## src/rtl/cpu_pkg.sv

```systemverilog
// Shared CPU definitions: reset/bubble constants, fetch FSM states and the PC source encoding.
package cpu_pkg;

    localparam logic [31:0] RESET_PC  = 32'h0000_0000;
    localparam logic [31:0] NOP_INSTR = 32'h0000_0000;

    typedef enum logic {
        IDLE = 1'b0,
        RUN  = 1'b1
    } fsm_state_t;

    // Bit 1 marks a redirect, so the control unit's flush line is pc_sel[1].
    typedef enum logic [1:0] {
        PC_SEL_INC   = 2'b00,
        PC_SEL_HOLD  = 2'b01,
        PC_SEL_REDIR = 2'b10
    } pc_sel_t;

endpackage

```

## src/rtl/perf_counter.sv

```systemverilog
// Saturating event counter: counts enabled cycles, sticks at all-ones, no wrap.
// Result visible one edge after the enabled cycle; no backpressure.
module perf_counter #(
    parameter int CNT_W = 32
) (
    input  logic             i_clk,
    input  logic             i_rst_n,
    input  logic             i_en,
    output logic [CNT_W-1:0] o_cnt
);

    logic [CNT_W-1:0] r_cnt;

    always_ff @(posedge i_clk or negedge i_rst_n) begin
        if (!i_rst_n) begin
            r_cnt <= '0;
        end else if (i_en && (r_cnt != '1)) begin
            r_cnt <= r_cnt + CNT_W'(1);
        end
    end

    assign o_cnt = r_cnt;

endmodule

```

## src/rtl/if_stage.sv

```systemverilog
// Instruction fetch: PC register, IF/ID register and perf counters; instruction reaches IF/ID one edge after PC.
// Stall holds PC and IF/ID; flush redirects the PC and bubbles IF/ID, winning over stall.
module if_stage
    import cpu_pkg::*;
#(
    parameter logic [31:0] RESET_PC   = cpu_pkg::RESET_PC,
    parameter int          IMEM_DEPTH = 1024,
    parameter int          CNT_W      = 32,
    parameter logic [31:0] NOP_INSTR  = cpu_pkg::NOP_INSTR
) (
    input  logic             clk,
    input  logic             rst,
    input  logic             start,
    input  logic             stall_i,
    input  logic             flush_i,
    input  logic [31:0]      target_i,
    output logic [31:0]      imem_addr_o,
    input  logic [31:0]      imem_data_i,
    output logic [31:0]      pc_o,
    output logic [31:0]      ifid_instr_o,
    output logic [31:0]      ifid_pc4_o,
    output logic             ifid_valid_o,
    output logic [CNT_W-1:0] cycle_cnt_o,
    output logic [CNT_W-1:0] stall_cnt_o,
    output logic [CNT_W-1:0] flush_cnt_o
);

    // Memory aliasing relies on the word index being a plain bit slice of the PC.
    if ((IMEM_DEPTH < 1) || ((IMEM_DEPTH & (IMEM_DEPTH - 1)) != 0)) begin : g_bad_depth
        $error("if_stage: IMEM_DEPTH must be a power of two");
    end

    fsm_state_t r_state;
    fsm_state_t w_state_nxt;
    pc_sel_t    w_pc_sel;
    logic       w_ifid_ld;
    logic       w_ifid_bubble;
    logic       w_run;

    logic [31:0] r_pc;
    logic [31:0] r_ifid_instr;
    logic [31:0] r_ifid_pc4;
    logic        r_ifid_valid;
    logic [31:0] w_pc4;
    logic [31:0] w_target;

    assign w_pc4    = r_pc + 32'd4;
    assign w_target = target_i & 32'hFFFF_FFFC;
    assign w_run    = (r_state == RUN);

    always_ff @(posedge clk or negedge rst) begin
        if (!rst) begin
            r_state <= IDLE;
        end else begin
            r_state <= w_state_nxt;
        end
    end

    always_comb begin
        w_state_nxt   = r_state;
        w_pc_sel      = PC_SEL_HOLD;
        w_ifid_ld     = 1'b1;
        w_ifid_bubble = 1'b1;
        case (r_state)
            IDLE: begin
                if (start) begin
                    w_state_nxt = RUN;
                end
            end
            RUN: begin
                if (!start) begin
                    w_state_nxt = IDLE;
                end else if (flush_i) begin
                    w_pc_sel = PC_SEL_REDIR;
                end else if (stall_i) begin
                    w_ifid_ld = 1'b0;
                end else begin
                    w_pc_sel      = PC_SEL_INC;
                    w_ifid_bubble = 1'b0;
                end
            end
            default: w_state_nxt = IDLE;
        endcase
    end

    always_ff @(posedge clk or negedge rst) begin
        if (!rst) begin
            r_pc <= RESET_PC;
        end else begin
            case (w_pc_sel)
                PC_SEL_INC:   r_pc <= w_pc4;
                PC_SEL_REDIR: r_pc <= w_target;
                default:      r_pc <= r_pc;
            endcase
        end
    end

    always_ff @(posedge clk or negedge rst) begin
        if (!rst) begin
            r_ifid_instr <= NOP_INSTR;
            r_ifid_pc4   <= 32'd0;
            r_ifid_valid <= 1'b0;
        end else if (w_ifid_ld) begin
            if (w_ifid_bubble) begin
                r_ifid_instr <= NOP_INSTR;
                r_ifid_pc4   <= 32'd0;
                r_ifid_valid <= 1'b0;
            end else begin
                r_ifid_instr <= imem_data_i;
                r_ifid_pc4   <= w_pc4;
                r_ifid_valid <= 1'b1;
            end
        end
    end

    perf_counter #(.CNT_W(CNT_W)) u_cycle_cnt (
        .i_clk   (clk),
        .i_rst_n (rst),
        .i_en    (w_run),
        .o_cnt   (cycle_cnt_o)
    );

    perf_counter #(.CNT_W(CNT_W)) u_stall_cnt (
        .i_clk   (clk),
        .i_rst_n (rst),
        .i_en    (w_run && stall_i && !flush_i),
        .o_cnt   (stall_cnt_o)
    );

    perf_counter #(.CNT_W(CNT_W)) u_flush_cnt (
        .i_clk   (clk),
        .i_rst_n (rst),
        .i_en    (w_run && flush_i),
        .o_cnt   (flush_cnt_o)
    );

    assign imem_addr_o  = r_pc;
    assign pc_o         = r_pc;
    assign ifid_instr_o = r_ifid_instr;
    assign ifid_pc4_o   = r_ifid_pc4;
    assign ifid_valid_o = r_ifid_valid;

endmodule

```

## config.mk

```make
export PLATFORM = sky130hd
export DESIGN_NAME = if_stage
export DESIGN_NICKNAME = d
export VERILOG_FILES = /design/src/rtl/cpu_pkg.sv /design/src/rtl/perf_counter.sv /design/src/rtl/if_stage.sv
export SDC_FILE = /design/constraint.sdc
export NUM_CORES = 1
export LEC_CHECK = 0
export BUFFER_PORTS_ARGS = -buffer_cell sky130_fd_sc_hd__buf_2
export CAP_MARGIN = 0
export CORE_MARGIN = 2
export CORE_UTILIZATION = 34
export CTS_CLUSTER_DIAMETER = 60
export CTS_CLUSTER_SIZE = 20
export DETAILED_ROUTE_END_ITERATION = 10
export PLACE_DENSITY = 0.59
export SLEW_MARGIN = 25
export SYNTH_ARGS = -nofsm -noshare
export SYNTH_HDL_FRONTEND = slang
export SYNTH_SLANG_ARGS = --single-unit
```

## constraint.sdc

```tcl
create_clock -name clk -period 2.7 [get_ports clk]
set_input_delay 0 -clock clk [delete_from_list [all_inputs] [get_ports clk]]
set_output_delay 0 -clock clk [all_outputs]
set_load 0.01 [all_outputs]
```

; After elaboration in Yosys (flattened, before gate mapping)
; Index checks and enable logic that the tools add are counted.
[totals]
wordCells = 42
register_bits = 194
[classes]
n_addsub = 4
reduce_logical = 9
eq_ne = 4
muxes = 17
[ops]
columns = cell, count
row1 = $add 32x1->32 const B, 3
row2 = $ne 32x32->1 const B, 3
row3 = $mux 32, 2
row4 = $pmux 32 s2, 1
row5 = $add 32x3->32 const B, 1
row6 = $mux 1, 11
row7 = $logic_and 1x1->1, 6
row8 = $mux 2, 3
row9 = $eq 2x2->1 const B, 1
row10 = $logic_not 2->1, 1
row11 = $reduce_bool 2->1, 1
row12 = $logic_not 1->1, 1

; Longest topological paths before layout
[depth]
word_depth = 6
mapped_depth = 8

; By module
; Synthesis repeated with hierarchy kept, for this count alone.
[unflattened]
cells_unflattened = 883
area_unflattened_um2 = 9472.8
[modules_own_cells]
columns = module, area_per_inst_um2, instances, cells_per_inst
row1 = perf_counter, 1624.1, 3, 151
row2 = if_stage, 4600.7, 1, 430

; Worst setup path after synthesis
; Ideal clock, no wire load.
[synth_timing]
path_kind = flip-flop to flip-flop
from = register r_pc[2], in the netlist imem_addr_o[2]
to = register r_pc[26], in the netlist imem_addr_o[26]
slack_ps = 650
arrival_time_ps = 1924
setup_ps = 126
n_path_buf = 1
path_stages_with_launch = 9
t_required_ps = 2574
path_cell_list = dfrtp_1 -> ha_1 -> and3_1 -> buf_2 -> nand4_2 -> nor4_2 -> xnor2_1 -> nor2_1 -> a221o_1
[synth_via]
elab_chain_cells = 2
[synth_lines]
columns = element, line
row1 = from (decl), if_stage.sv:40  ; logic [31:0] r_pc;
row2 = from (signal assigned), if_stage.sv:91  ; PC_SEL_INC: r_pc <= w_pc4;
row3 = from (signal assigned), if_stage.sv:92  ; PC_SEL_REDIR: r_pc <= w_target;
row4 = from (signal assigned), if_stage.sv:93  ; default: r_pc <= r_pc;
row5 = $add 32x3->32, if_stage.sv:47  ; assign w_pc4 = r_pc + 32'd4;
row6 = $pmux 32 s2, if_stage.sv:90  ; case (w_pc_sel)
; Every way passes these cells.
; A chain may end at the register's enable or synchronous reset.

; Worst setup path in the final report
[layout_timing]
from = register r_pc[3], in the netlist imem_addr_o[3]
to = register r_pc[26], in the netlist imem_addr_o[26]
; Same word-level chain as after synthesis.

==> impl_results.md <==
* FMAX at 452 MHz
* RR Endpoint: imem_addr_o[26]
* Post-CTS Setup Bufs at 0
* Drc violations at 0
* Min cycle time layout at 2.21 ns
* Least-Margin Pin Slew at 0.682 ns
* Final setup vio count at 0
* TritonCTS clock tree: built
* Top-area cell type share of the netlist area at 52.1%
* Critical Path Source Type: flop
* Syn avg cell area at 10.5 um^2
* Worst reg2reg startpoint: imem_addr_o[3]
* FFs w/ async S/R, synth at 100%
* Ys flop type: dfrtp_1
* Post-route setup slack at 0.486 ns
* Vias per inst at 4.99
* Worst relative slew slack at 54.5%
* Final non-filler cell area at 12,000 um^2
* Hold endpoint: ifid_valid_o
* Final hold vios at 0
* Setup TNS at 0 ns
* WP data arrival at 2.53 ns
* R2R depth at 7
* Fraction of layout cells with a size suffix above 1 at 31.1%
* DR vias at 7,665
* Post-DR wirelength/cell at 16.3 um
* CP Max Fanout at 6
* Design Power at 0.00734 W
* Area post-placement at 10,700 um^2
* Top Ports at 294
* Largest net degree at the start of global routing at 78
* Clk root buf: clkbuf_16
* All-Layer GR Usage at 18.2%
* Initial core utilization at 34.8%
* Initial DRT Pass Iterations at 5
* Dpl ws at 0.497 ns
* Hold depth at 5
* Antenna Violating Nets Remaining at 0
* Clk_lat worst skew at 0.43 ns
* Total gr overflow at 0
* Layout Skew at 0.00901 ns
* Worst path required time at 3.02 ns
* Initial DRC Count at 402
* Setup slack, reg-to-reg at 0.49 ns
* Reg clk slew, reported paths at 0.08 ns
* Max clock buf depth at 2
* Area leader, netlist: dfrtp_1
* Peak supply drop at 0.291 mV
* Number of global-route vias before repair at 7,615
* Rows at 59
* Routed WL at 25.1 mm
* TritonCTS Sinks at 190
* CTS buffer count at 17
* Cells after synthesis at 868
* Cts repair resizes at 0
* Max-slew violations at 0
* Pleak at 6.04 nW
* Synth cell types at 58
* Gpl congestion at 0.787
* Nets@finish at 1,262
* Port bufs at 285
* Max Cap Violations at 0
* Hold buffers post-CTS at 64
* Antenna Cells at 0
* Dpl hpwl at 17.6 mm
* Fin crit share at 82.0%
* Die X at 168 um
* FF+latch count, synth at 190
* Area of the mapped netlist at 9120 um^2
* H-tree lvl count at 4
* Synth warn at 0
* Initial antenna violation count at 0
* Outcome: completed
* Core Region at 26,200 um^2
* RSZ-0062 raised after global routing: false
* Die height at 168 um
* Largest cells by area after synthesis: dfrtp_1, xnor2_1, xor2_1, nand2_1, a22o_1
* Hold Startpoint: stall_i
* Die Area at 28,200 um^2
* Global-route wire length before repair at 41.3 mm
* Post-synth EDFFs at 0
* Worst hold path class: primary input to flop
* Fillers at 2,463
* Setup CP Type: flop to flop
* Seq/Total Area, Yosys at 52.1%
* Power density cells at 611 nW/um^2
* CP endpoint kind: flop
* Area Overhead vs Synth at 31.7%
==> layer usage <==
metal | global-route usage [%] | wire length [um] | vias up | share of wire (%)
met5 | 0 | 0 | - | 0
met4 | 4.31 | 243 | 0 | 0.97
met1 | 24.0 | 11500 | 3772 | 46
met3 | 3.74 | 1190 | 17 | 4.7
li1 | - | - | 3661 | -
met2 | 30.8 | 12200 | 215 | 49
==> cell usage after synthesis (11+ instances only) <==
| cell | instances |
|---|---|
| dfrtp_1 | 190 |
| nand2_1 | 79 |
| nor2_1 | 73 |
| xnor2_1 | 64 |
| xor2_1 | 49 |
| nand4_1 | 44 |
| nand3_1 | 42 |
| buf_4 | 36 |
| o21ai_0 | 34 |
| a22o_1 | 33 |
| nor3_1 | 30 |
| clkbuf_1 | 24 |
| inv_1 | 18 |
| a21oi_1 | 16 |
| and3_1 | 12 |
| a21o_1 | 11 |
| a221o_1 | 11 |
==> flip-flops by register name (all words and copies together) (netlist names) <==
| signal | cells |
|---|---|
| imem_addr_o | 30 |
| r_state | 1 |
| u_flush_cnt.o_cnt | 32 |
| ifid_valid_o | 1 |
| ifid_instr_o | 32 |
| u_stall_cnt.o_cnt | 32 |
| ifid_pc4_o | 30 |
| u_cycle_cnt.o_cnt | 32 |
==> cells by family after synthesis <==
group / Yosys count / share of synthesized area, %
and+or+nand+nor: 344 / 20.6
DFF: 190 / 52.1
AOI/OAI and AO/OA: 125 / 9.88
xor gates and xnor gates: 113 / 10.8
buffers and inverters: 84 / 5.09
muxes: 7 / 0.864
adders and majority gates: 4 / 0.549
other: 1 / 0.0411
==> worst max-delay path by stage <==
stage	startpoint	endpoint	slack [ns]	depth (start not counted)
after floorplan	imem_addr_o[2]	imem_addr_o[26]	0.65	8
after global placement	imem_addr_o[3]	imem_addr_o[26]	0.53	7
after detailed placement	imem_addr_o[3]	imem_addr_o[26]	0.50	7
after CTS	imem_addr_o[3]	imem_addr_o[26]	0.47	7
after global routing	imem_addr_o[3]	imem_addr_o[26]	0.30	7
final	imem_addr_o[3]	imem_addr_o[26]	0.49	7
==> cells in the final DEF (no fill, tap or decap), types with 5 or more instances in the layout <==
cell type / count
a22o_1: 33
clkbuf_16: 17
nor2_1: 71
nand2_1: 79
and2_1: 5
buf_4: 12
conb_1: 6
or2_2: 5
xnor2_1: 64
and4_1: 6
xor2_1: 49
a22oi_1: 5
inv_6: 5
nand3_1: 42
a21oi_1: 16
buf_2: 284
a221o_1: 11
and3_1: 12
nand4_2: 6
nor3_2: 7
nand4_1: 44
dfrtp_1: 190
nor3_1: 29
inv_1: 18
a21o_1: 11
dlygate4sd3_1: 64
o21ai_0: 34
==> through the flow <==
step | utilization (%) | cells | hold WS [ns]
global route | 45.8 | 1537 | 0.165
CTS | 45.8 | 1537 | 0.115
floorplan | - | 873 | -0.296
global placement | 41.0 | 1441 | 0.0791
detailed placement | 41.0 | 1441 | 0.0857
finish | 45.8 | 1537 | 0.127
==> power by group <==
group          switching [W]  internal [W]
registers           0.000351       0.00307
clock network        0.00125       0.00142
logic               0.000674      0.000569
==> critical path, stage by stage, from the launching register on <==
cell and delay [ns]:
dfrtp_1 0.43, ha_1 0.27, and3_1 0.32, nand4_2 0.19, nor4_2 0.37, xnor2_1 0.16, nor2_1 0.07, a221o_1 0.28
==> cell type report <==
| cell class | count | area (um^2) | share of cell area (%) |
|---|---|---|---|
| Clock buffer | 17 | 425 | 3.54 |
| Clock inverter | 15 | 195 | 1.63 |
| Inverter | 18 | 67.6 | 0.563 |
| Timing Repair Buffer | 363 | 2210 | 18.4 |
| Tap cell | 335 | 419 | 3.49 |
| Multi-Input combinational cell | 599 | 3940 | 32.8 |
| Sequential cell | 190 | 4750 | 39.6 |
(Power assumes the default switching activity.)
